==> config.mk <==
export PLATFORM = sky130hd
export DESIGN_NAME = instr_fetch_unit
export DESIGN_NICKNAME = d
export VERILOG_FILES = /design/src/rtl/instr_fetch_unit.sv
export SDC_FILE = /design/constraint.sdc
export NUM_CORES = 1
export LEC_CHECK = 0
export BUFFER_PORTS_ARGS = -buffer_cell sky130_fd_sc_hd__buf_2
export CORE_MARGIN = 3
export CORE_UTILIZATION = 61
export CTS_BUF_LIST = sky130_fd_sc_hd__clkbuf_4
export DETAILED_ROUTE_END_ITERATION = 16
export PLACE_DENSITY = 0.94
export SETUP_SLACK_MARGIN = 0.5
export SKIP_CTS_REPAIR_TIMING = 1
export SYNTH_ARGS = -nofsm -noshare
export SYNTH_HDL_FRONTEND = slang
export SYNTH_SLANG_ARGS = --single-unit
==> constraint.sdc <==
create_clock -name clk -period 4.3 [get_ports clk]
set_input_delay 0.645 -clock clk [delete_from_list [all_inputs] [get_ports clk]]
set_output_delay 0.645 -clock clk [all_outputs]
set_load 0.05 [all_outputs]
==> src/rtl/instr_fetch_unit.sv <==
// Program-ROM fetcher: drives the PC as ROM address, buffers fetched words in a
// 2-entry FIFO and hands them to the decoder over a valid/ready handshake.
module instr_fetch_unit #(
  parameter int                    ADDR_WIDTH = 8,
  parameter int                    DATA_WIDTH = 16,
  parameter logic [DATA_WIDTH-1:0] HALT_WORD  = 16'h0000
) (
  input  logic                  clk,
  input  logic                  rst_n,
  output logic [ADDR_WIDTH-1:0] address,
  input  logic [DATA_WIDTH-1:0] value,
  output logic [DATA_WIDTH-1:0] instr,
  output logic [ADDR_WIDTH-1:0] instr_pc,
  output logic                  instr_valid,
  input  logic                  instr_ready,
  input  logic                  jump_en,
  input  logic [ADDR_WIDTH-1:0] jump_addr,
  output logic                  halted
);

  // state | meaning
  // RUN   | fetching one word per cycle while the buffer has room
  // HALT  | halt word fetched; buffer drains, only a jump resumes fetching
  typedef enum logic {RUN, HALT} state_t;

  state_t                state_q, state_d;
  logic [ADDR_WIDTH-1:0] pc_q, pc_d;
  logic [DATA_WIDTH-1:0] w0_q, w1_q, w0_d, w1_d;
  logic [ADDR_WIDTH-1:0] p0_q, p1_q, p0_d, p1_d;
  logic [1:0]            count_q, count_d;
  logic [1:0]            count_after_pop;
  logic                  pop;
  logic                  fetch;

  assign instr_valid = (count_q != 2'd0);
  assign address     = pc_q;
  assign instr       = instr_valid ? w0_q : '0;
  assign instr_pc    = instr_valid ? p0_q : '0;
  assign halted      = (state_q == HALT);

  // pop is gated by instr_valid so an undriven ready on an empty buffer is harmless
  assign pop   = instr_valid & instr_ready;
  assign fetch = (state_q == RUN) & ((count_q < 2'd2) | pop) & ~jump_en;

  always_comb begin
    state_d         = state_q;
    pc_d            = pc_q;
    w0_d            = w0_q;
    w1_d            = w1_q;
    p0_d            = p0_q;
    p1_d            = p1_q;
    count_d         = count_q;
    count_after_pop = count_q - {1'b0, pop};
    if (jump_en) begin
      count_d = 2'd0;
      pc_d    = jump_addr;
      state_d = RUN;
    end else begin
      if (pop) begin
        w0_d = w1_q;
        p0_d = p1_q;
      end
      if (fetch) begin
        if (count_after_pop == 2'd0) begin
          w0_d = value;
          p0_d = pc_q;
        end else begin
          w1_d = value;
          p1_d = pc_q;
        end
        pc_d = pc_q + {{(ADDR_WIDTH-1){1'b0}}, 1'b1};
        if (value == HALT_WORD) state_d = HALT;
      end
      count_d = count_after_pop + {1'b0, fetch};
    end
  end

  always_ff @(posedge clk or negedge rst_n) begin
    if (!rst_n) begin
      state_q <= RUN;
      pc_q    <= '0;
      w0_q    <= '0;
      w1_q    <= '0;
      p0_q    <= '0;
      p1_q    <= '0;
      count_q <= 2'd0;
    end else begin
      state_q <= state_d;
      pc_q    <= pc_d;
      w0_q    <= w0_d;
      w1_q    <= w1_d;
      p0_q    <= p0_d;
      p1_q    <= p1_d;
      count_q <= count_d;
    end
  end

endmodule

==> flow_summary.toml, run 1 <==
[run_status]
status = "finished, final reports clean"

[timing]
maxSlewViolCount = 0
rsz0062_at_grt = "false"
finalSetupViolCount = 0
finalCritPeriodShare = 0.651
tightest_slew_ps = 1100
clock.fmax_mhz = 357
hold_viol_final = 0
worst_slack_ps = 1500
timing.hold.ws_ps = 363
finClkSkew_ps = 13.1
tns_ps = 0
period_minus_slack_ps = 2800
slew_headroom = 0.262

[clocking]
cts-root-buf = "clkbuf_4"
insertion_delay_ps = 410
cts.htree.levels = 3
numCtsBuffers = 9
clk_path_buf_depth = 2
cts_tree = "built"
cts.sinks = 59
clkTransAtPathRegs_ps = 100

[place]
place.gp.congestion = 0.835
io_buffers = 61
place_ws_ps = 1800
dpl_cell_area_um2 = 3150
hpwl_um = 4250
dpl.cell_count = 384

[synthesis]
yosys.area.top_type_share = 0.510
synth_top_area_cell = "dfrtp_1"
synth_cells = 289
syn-num-nets = 319
syn_area_per_cell_um2 = 10.0
yosys.cell_count.top_type = "dfrtp_1"
synthesis.area_um2 = 2890
synth_cell_types = 33
synth_edf_count = 0
ys_ff_latch = 59
ys.flop_type = "dfrtp_1"
ys_top_cells_by_count = "dfrtp_1, nand2_1, nor2b_1"
synthArstFlopShare = 1.00
synth_area_leaders = "dfrtp_1, mux2_2, nand2_1, nor2b_1, a31oi_1"
seq_area_frac_synth = 0.510
yosys_warnings = 0

[critical_path]
crit_arrival_ps = 2160
cp.required_ps = 3650
crit_path_start_kind = "flip-flop"
cp-end-kind = "primary output"
path_max_fanout = 27
rrSetupSlack_ps = 2000
r2r_end = "w0_q[12]"
worstSetupPathType = "flip-flop to primary output"
reg2reg_from = "count_q[1]"
r2r_cells = 5

[job]
max-cap-violations = 0

[global_routing]
grt_max_degree = 60
grt_first_pass_wirelength_um = 10600
antenna_found_initial = 0
grt_overflow = 0
grt_usage = 0.252
grt_pass1_vias = 2299

[drt]
ant_nets = 0
num_vias = 2365
wirelength_um = 6400
drcViolationCount = 0
drt-initial-drc-count = 199
wl_per_cell_um = 16.0
viasPerCell = 5.91
firstDrtPassIters = 5

[floorplanning]
core_area_um2 = 4470
io_pins = 62
die_x_um = 74.9
row_count = 24
start_util = 0.647
die_area_um2 = 5610
die_y_um = 74.9

[cells_and_area]
fin_area_um2 = 3260
final_core_util = 0.728
fill_cells = 304
fin_cells = 400
area_growth_syn_to_layout_pct = 12.6
diodes = 0
final_nets = 373
drive_above_1_share = 0.290

[power]
power.total_mw = 1.52
p_per_area_nw_per_um2 = 467
power.leakage_nw = 1.54
peakVddDrop_mv = 0.314

[worst_hold_path]
hp-class = "input pin to asynchronous set/reset pin"
## worst max-delay path, stage by stage, from the launching register on
cell and delay (ps):
dfrtp_1 470, nor2_2 820, and2b_1 260, buf_2 200
## cell usage in the layout (no fill, tap or decap), types with 2 or more instances in the layout
master	instances
nor3_1	20
and2b_1	5
mux2_2	20
o21ai_1	4
clkinv_2	2
nand2_1	51
nand4_1	2
a31oi_1	21
clkbuf_4	12
inv_1	6
clkinv_1	2
ha_1	2
o21ai_0	6
nor4_1	5
buf_4	2
xnor2_1	7
a32oi_1	3
nor2_1	12
nand2b_1	4
nor2b_1	24
dfrtp_1	59
mux2_1	4
buf_2	61
a21oi_1	3
## worst max-delay path by stage
stage / from / endpoint / cells after the start
after floorplan: count_q[1] / instr[10] / 3
after global placement: jump_en / w1_q[3] / 3
after detailed placement: jump_en / w1_q[1] / 3
after CTS: count_q[1] / instr_pc[7] / 3
after global routing: count_q[1] / instr[2] / 3
final: count_q[1] / instr[0] / 3
## power breakdown
part | switching (mW) | leakage (nW) | total, mW | internal, mW
sequential | 0.0801 | 0.687 | 0.762 | 0.682
clock | 0.189 | 0.0662 | 0.322 | 0.133
combinational | 0.278 | 0.786 | 0.436 | 0.159
## registers in the layout, indices dropped and copies added (netlist names)
name	cells
p0_q	8
count_q	2
halted	1
p1_q	8
w1_q	16
w0_q	16
address	8
## routing by layer
layer | global-route usage | wire length (um) | vias up | part of all wire
met1 | 0.319 | 2600 | 1125 | 0.41
met5 | 0 | 0 | - | 0
met4 | 0.138 | 189 | 0 | 0.030
met3 | 0.0534 | 470 | 21 | 0.073
li1 | - | - | 1111 | -
met2 | 0.403 | 3140 | 108 | 0.49
## logic make-up after synthesis
logic type | Yosys count | synth area share
AOI/OAI and AO/OA | 40 | 0.0856
xor gates and xnor gates | 7 | 0.0212
adders and majority gates | 2 | 0.00865
buffers and inverters | 26 | 0.0532
DFF | 59 | 0.510
muxes | 25 | 0.0968
and+or+nand+nor | 130 | 0.224
## layout make-up
class | instances | area [um2] | share of cell area
well taps | 52 | 65.1 | 0.0200
clock buffers | 12 | 90.1 | 0.0276
inverters | 6 | 22.5 | 0.00691
flip-flops and latches | 59 | 1480 | 0.453
clock inverters | 4 | 17.5 | 0.00538
multi-input cells | 204 | 1270 | 0.389
repair buffers | 63 | 320 | 0.0983
No activity file was read; power rests on OpenSTA's default activity.
==> run 2: changes to the inputs <==
CORE_UTILIZATION = 56   (was 61)
PLACE_DENSITY = 0.88   (was 0.94)
clock period = 2.9 ns   (was 4.3 ns; I/O delays follow)
==> flow_summary.toml, run 2 (synthesis results as in run 1) <==
[run_status]
status = "finished, final reports clean"

[critical_path]
crit_slowest_cell = "dfrtp_1"
max_stage_delay_ps = 480
crit_arrival_ps = 1850
worstSetupPathType = "flip-flop to primary output"
cp.required_ps = 2470
crit_path_start_kind = "flip-flop"
crit_buf_inv = 2
cpLargestDelayFamily = "buffers and inverters"
r2r_end = "p0_q[6]"
path_max_fanout = 18
reg2reg_from = "count_q[1]"
path_cells = "nor2_4, buf_4, and2b_1, buf_2"
r2r_cells = 5
cp-end-kind = "primary output"
critPathLaunch = "count_q[1]"
rrSetupSlack_ps = 960

[power]
power.total_mw = 2.43
p_per_area_nw_per_um2 = 721
peakVddDrop_mv = 0.433
power.leakage_nw = 1.58

[global_routing]
grt_max_degree = 49
grt_usage = 0.225
grt_overflow = 0
antenna_found_initial = 0
grt_pass1_vias = 2288
grt_first_pass_wirelength_um = 10800

[clocking]
clkTransAtPathRegs_ps = 100
cts-root-buf = "clkbuf_4"
numCtsBuffers = 9
insertion_delay_ps = 400
cts_tree = "built"
cts.sinks = 59
cts.htree.levels = 3
clk_path_buf_depth = 2

[timing]
maxSlewViolCount = 0
slew_headroom = 0.531
hold_viol_final = 0
period_minus_slack_ps = 2280
rsz0062_at_grt = "false"
finalCritPeriodShare = 0.788
finClkSkew_ps = 15.7
tightest_slew_ps = 703
finalSetupViolCount = 0
tns_ps = 0
clock.fmax_mhz = 438

[cells_and_area]
fin_cells = 420
area_growth_syn_to_layout_pct = 16.4
final_common_cell = "buf_2"
fill_cells = 354
layout_common_cells = "buf_2, dfrtp_1, nand2_1, nor2b_1, a31oi_1"
largestRegisters = "w0_q (16), w1_q (16)"
fin_area_um2 = 3370
diodes = 0
final_nets = 378
drive_above_1_share = 0.297

[drt]
viasPerCell = 5.65
wirelength_um = 6540
num_vias = 2371
wl_per_cell_um = 15.6
ant_nets = 0
drcViolationCount = 0
firstDrtPassIters = 5
drt-initial-drc-count = 131

[worst_hold_path]
min_from = "jump_addr[5]"
hp-class = "input pin to flip-flop"
hold_depth = 3
min_to = "address[5]"

[floorplanning]
core_area_um2 = 4850
die_y_um = 77.9
die_area_um2 = 6070
io_pins = 62
die_x_um = 77.9
start_util = 0.597
row_count = 25

[place]
place.gp.congestion = 0.811
dpl_cell_area_um2 = 3200
io_buffers = 61
dpl.cell_count = 403
hpwl_um = 4360

[job]
max-cap-violations = 0
-- run 2: per-stage QoR --
step	setup WS (ps)	hold slack, ps	util
global route	501	259	0.695
finish	616	251	0.695
detailed placement	762	319	0.660
global placement	800	313	0.660
floorplan	1010	139	-
CTS	479	-95.4	0.692
-- run 2: layout make-up --
type                    instances  area (um2)  area share
flip-flops and latches         59        1480       0.438
multi-input cells             204        1270       0.377
repair buffers                 68         360       0.107
well taps                      67        83.8      0.0249
clock inverters                 6        80.1      0.0238
clock buffers                  10        75.1      0.0223
inverters                       6        22.5     0.00668
-- run 2: worst min-delay path: cells and delay by family --
kind / cells / cell delay [ps]
simple gates: 1 / 40
buf+inv: 1 / 70
compound gates: 1 / 60
-- run 2: worst max-delay path by stage --
stage                end  slack [ps]  depth (start not counted)
6_report       instr[15]         620                          4
3_5_place_dp     p0_q[1]         760                          4
2_1_floorplan  instr[10]        1010                          3
4_1_cts        instr[15]         480                          4
5_1_grt         instr[0]         500                          4
3_3_place_gp     p0_q[1]         800                          4
-- run 2: metal layers --
metal	wire, um	up-vias	global-route usage	share of wire
li1	-	1112	-	-
met1	2620	1138	0.291	0.40
met2	3260	107	0.371	0.50
met3	551	14	0.0429	0.084
met4	106	0	0.0979	0.016
met5	0	-	0	0
-- run 2: where the power goes --
group          leakage [nW]  internal, mW  switching [mW]  total [mW]
sequential            0.687          1.01           0.116        1.13
combinational         0.812         0.240           0.409       0.650
clock                0.0815         0.353           0.301       0.653
==> run 3: changes to the inputs <==
clock period = 2.3 ns   (was 2.9 ns; I/O delays follow)
==> flow_summary.toml, run 3 (synthesis results as in run 1) <==
[run_status]
status = "finished, final reports clean"

[floorplanning]
row_count = 25
die_x_um = 77.9
start_util = 0.597
core_area_um2 = 4850
die_y_um = 77.9
die_area_um2 = 6070
io_pins = 62

[cells_and_area]
final_nets = 393
fin_cells = 434
final_common_cell = "dfrtp_1"
area_growth_syn_to_layout_pct = 21.6
diodes = 0
layout_common_cells = "dfrtp_1, nand2_1, buf_2, buf_4, nor2b_1"
drive_above_1_share = 0.330
largestRegisters = "w0_q (16), w1_q (16)"

[critical_path]
worstSetupPathType = "flip-flop to primary output"
path_cells = "nor2_4, buf_6, and2b_1, buf_4"
max_stage_delay_ps = 460
cp.required_ps = 1960
cp-end-kind = "primary output"
cpLargestDelayFamily = "flip-flops"
crit_path_start_kind = "flip-flop"
crit_slowest_cell = "dfrtp_2"
crit_buf_inv = 2
crit_arrival_ps = 1550
path_max_fanout = 9

[timing]
slew_headroom = 0.555
maxSlewViolCount = 0
finClkSkew_ps = 9.76
rsz0062_at_grt = "true"
period_minus_slack_ps = 1900
clock.fmax_mhz = 527
finalCritPeriodShare = 0.825
hold_viol_final = 0
finalSetupViolCount = 0
tns_ps = 0
tightest_slew_ps = 666

[global_routing]
grt_pass1_vias = 2413
grt_overflow = 0
grt_max_degree = 49
grt_usage = 0.233
grt_first_pass_wirelength_um = 11000
antenna_found_initial = 0

[drt]
drcViolationCount = 0
viasPerCell = 5.75
wirelength_um = 7170
wl_per_cell_um = 16.5
num_vias = 2494
drt-initial-drc-count = 192
firstDrtPassIters = 4
ant_nets = 0

[place]
dpl.cell_count = 406
hpwl_um = 4530
io_buffers = 61
place.gp.congestion = 0.777

[clocking]
cts.sinks = 59
cts.htree.levels = 3
clkTransAtPathRegs_ps = 90
cts_tree = "built"
clk_path_buf_depth = 2
numCtsBuffers = 9
insertion_delay_ps = 410
cts-root-buf = "clkbuf_4"

[power]
p_per_area_nw_per_um2 = 822
peakVddDrop_mv = 0.534
power.leakage_nw = 1.66

[worst_hold_path]
hp-class = "input pin to flip-flop"

[job]
max-cap-violations = 0
-- run 3: cell types whose count changed in the layout (fill, tap and decap cells not counted), moves of 2 or more --
cell	delta
buf_2	-15
buf_4	+22
dfrtp_1	-3
bufinv_16	-2
buf_6	+4
buf_12	+2
dfrtp_2	+3
-- run 3: cell type report --
type                    count  area [um2]
flip-flops and latches     59        1480
fillers                   336        1330
multi-input cells         205        1290
repair buffers             82         548
well taps                  67        83.8
clock buffers              10        75.1
inverters                   6        22.5
clock inverters             5        21.3
-- run 3: metrics by stage --
step                      hold slack, ps  utilization  instance area (um2)  worst slack [ps]  power (mW)
after global routing                 124        0.726                 3520               326        3.06
after global placement               358        0.667                 3230               508        2.22
final                                140        0.726                 3520               403        2.89
after detailed placement             363        0.667                 3230               466        2.27
after floorplan                     49.4            -                 2890               498        2.04
after CTS                          -82.2        0.687                 3330              62.2        2.84
-- run 3: path summary, 6_finish.rpt --
path	startpoint	to	slack [ps]	cells past startpoint
hold reg to reg	p1_q[1]	p0_q[1]	500	2
hold / removal	jump_addr[0]	address[0]	140	3
setup / recovery	count_q[0]	instr_pc[7]	400	4
max in group asynchronous	rst_n	halted	1240	3
setup reg to reg	count_q[1]	p0_q[0]	580	6
min in group asynchronous	rst_n	address[3]	460	2
-- run 3: power by group --
part	leakage, nW	internal (mW)	switching [mW]	total (mW)
logic	0.918	0.355	0.533	0.888
registers	0.682	1.28	0.151	1.43
clock network	0.0585	0.214	0.363	0.577
total	1.66	1.85	1.05	2.89
-- run 3: worst min-delay path: cells and delay by family --
kind | cells | cell delay [ps]
compound gates | 1 | 60
simple gates | 1 | 40
buf+inv | 1 | 70
-- run 3: layer usage --
layer  global-route usage  routed length [um]  vias to the layer above
li1                     -                   -                     1154
met1                0.277                2830                     1211
met2                0.383                3660                      110
met3               0.0777                 488                       19
met4                0.107                 199                        0
met5                    0                   0                        -
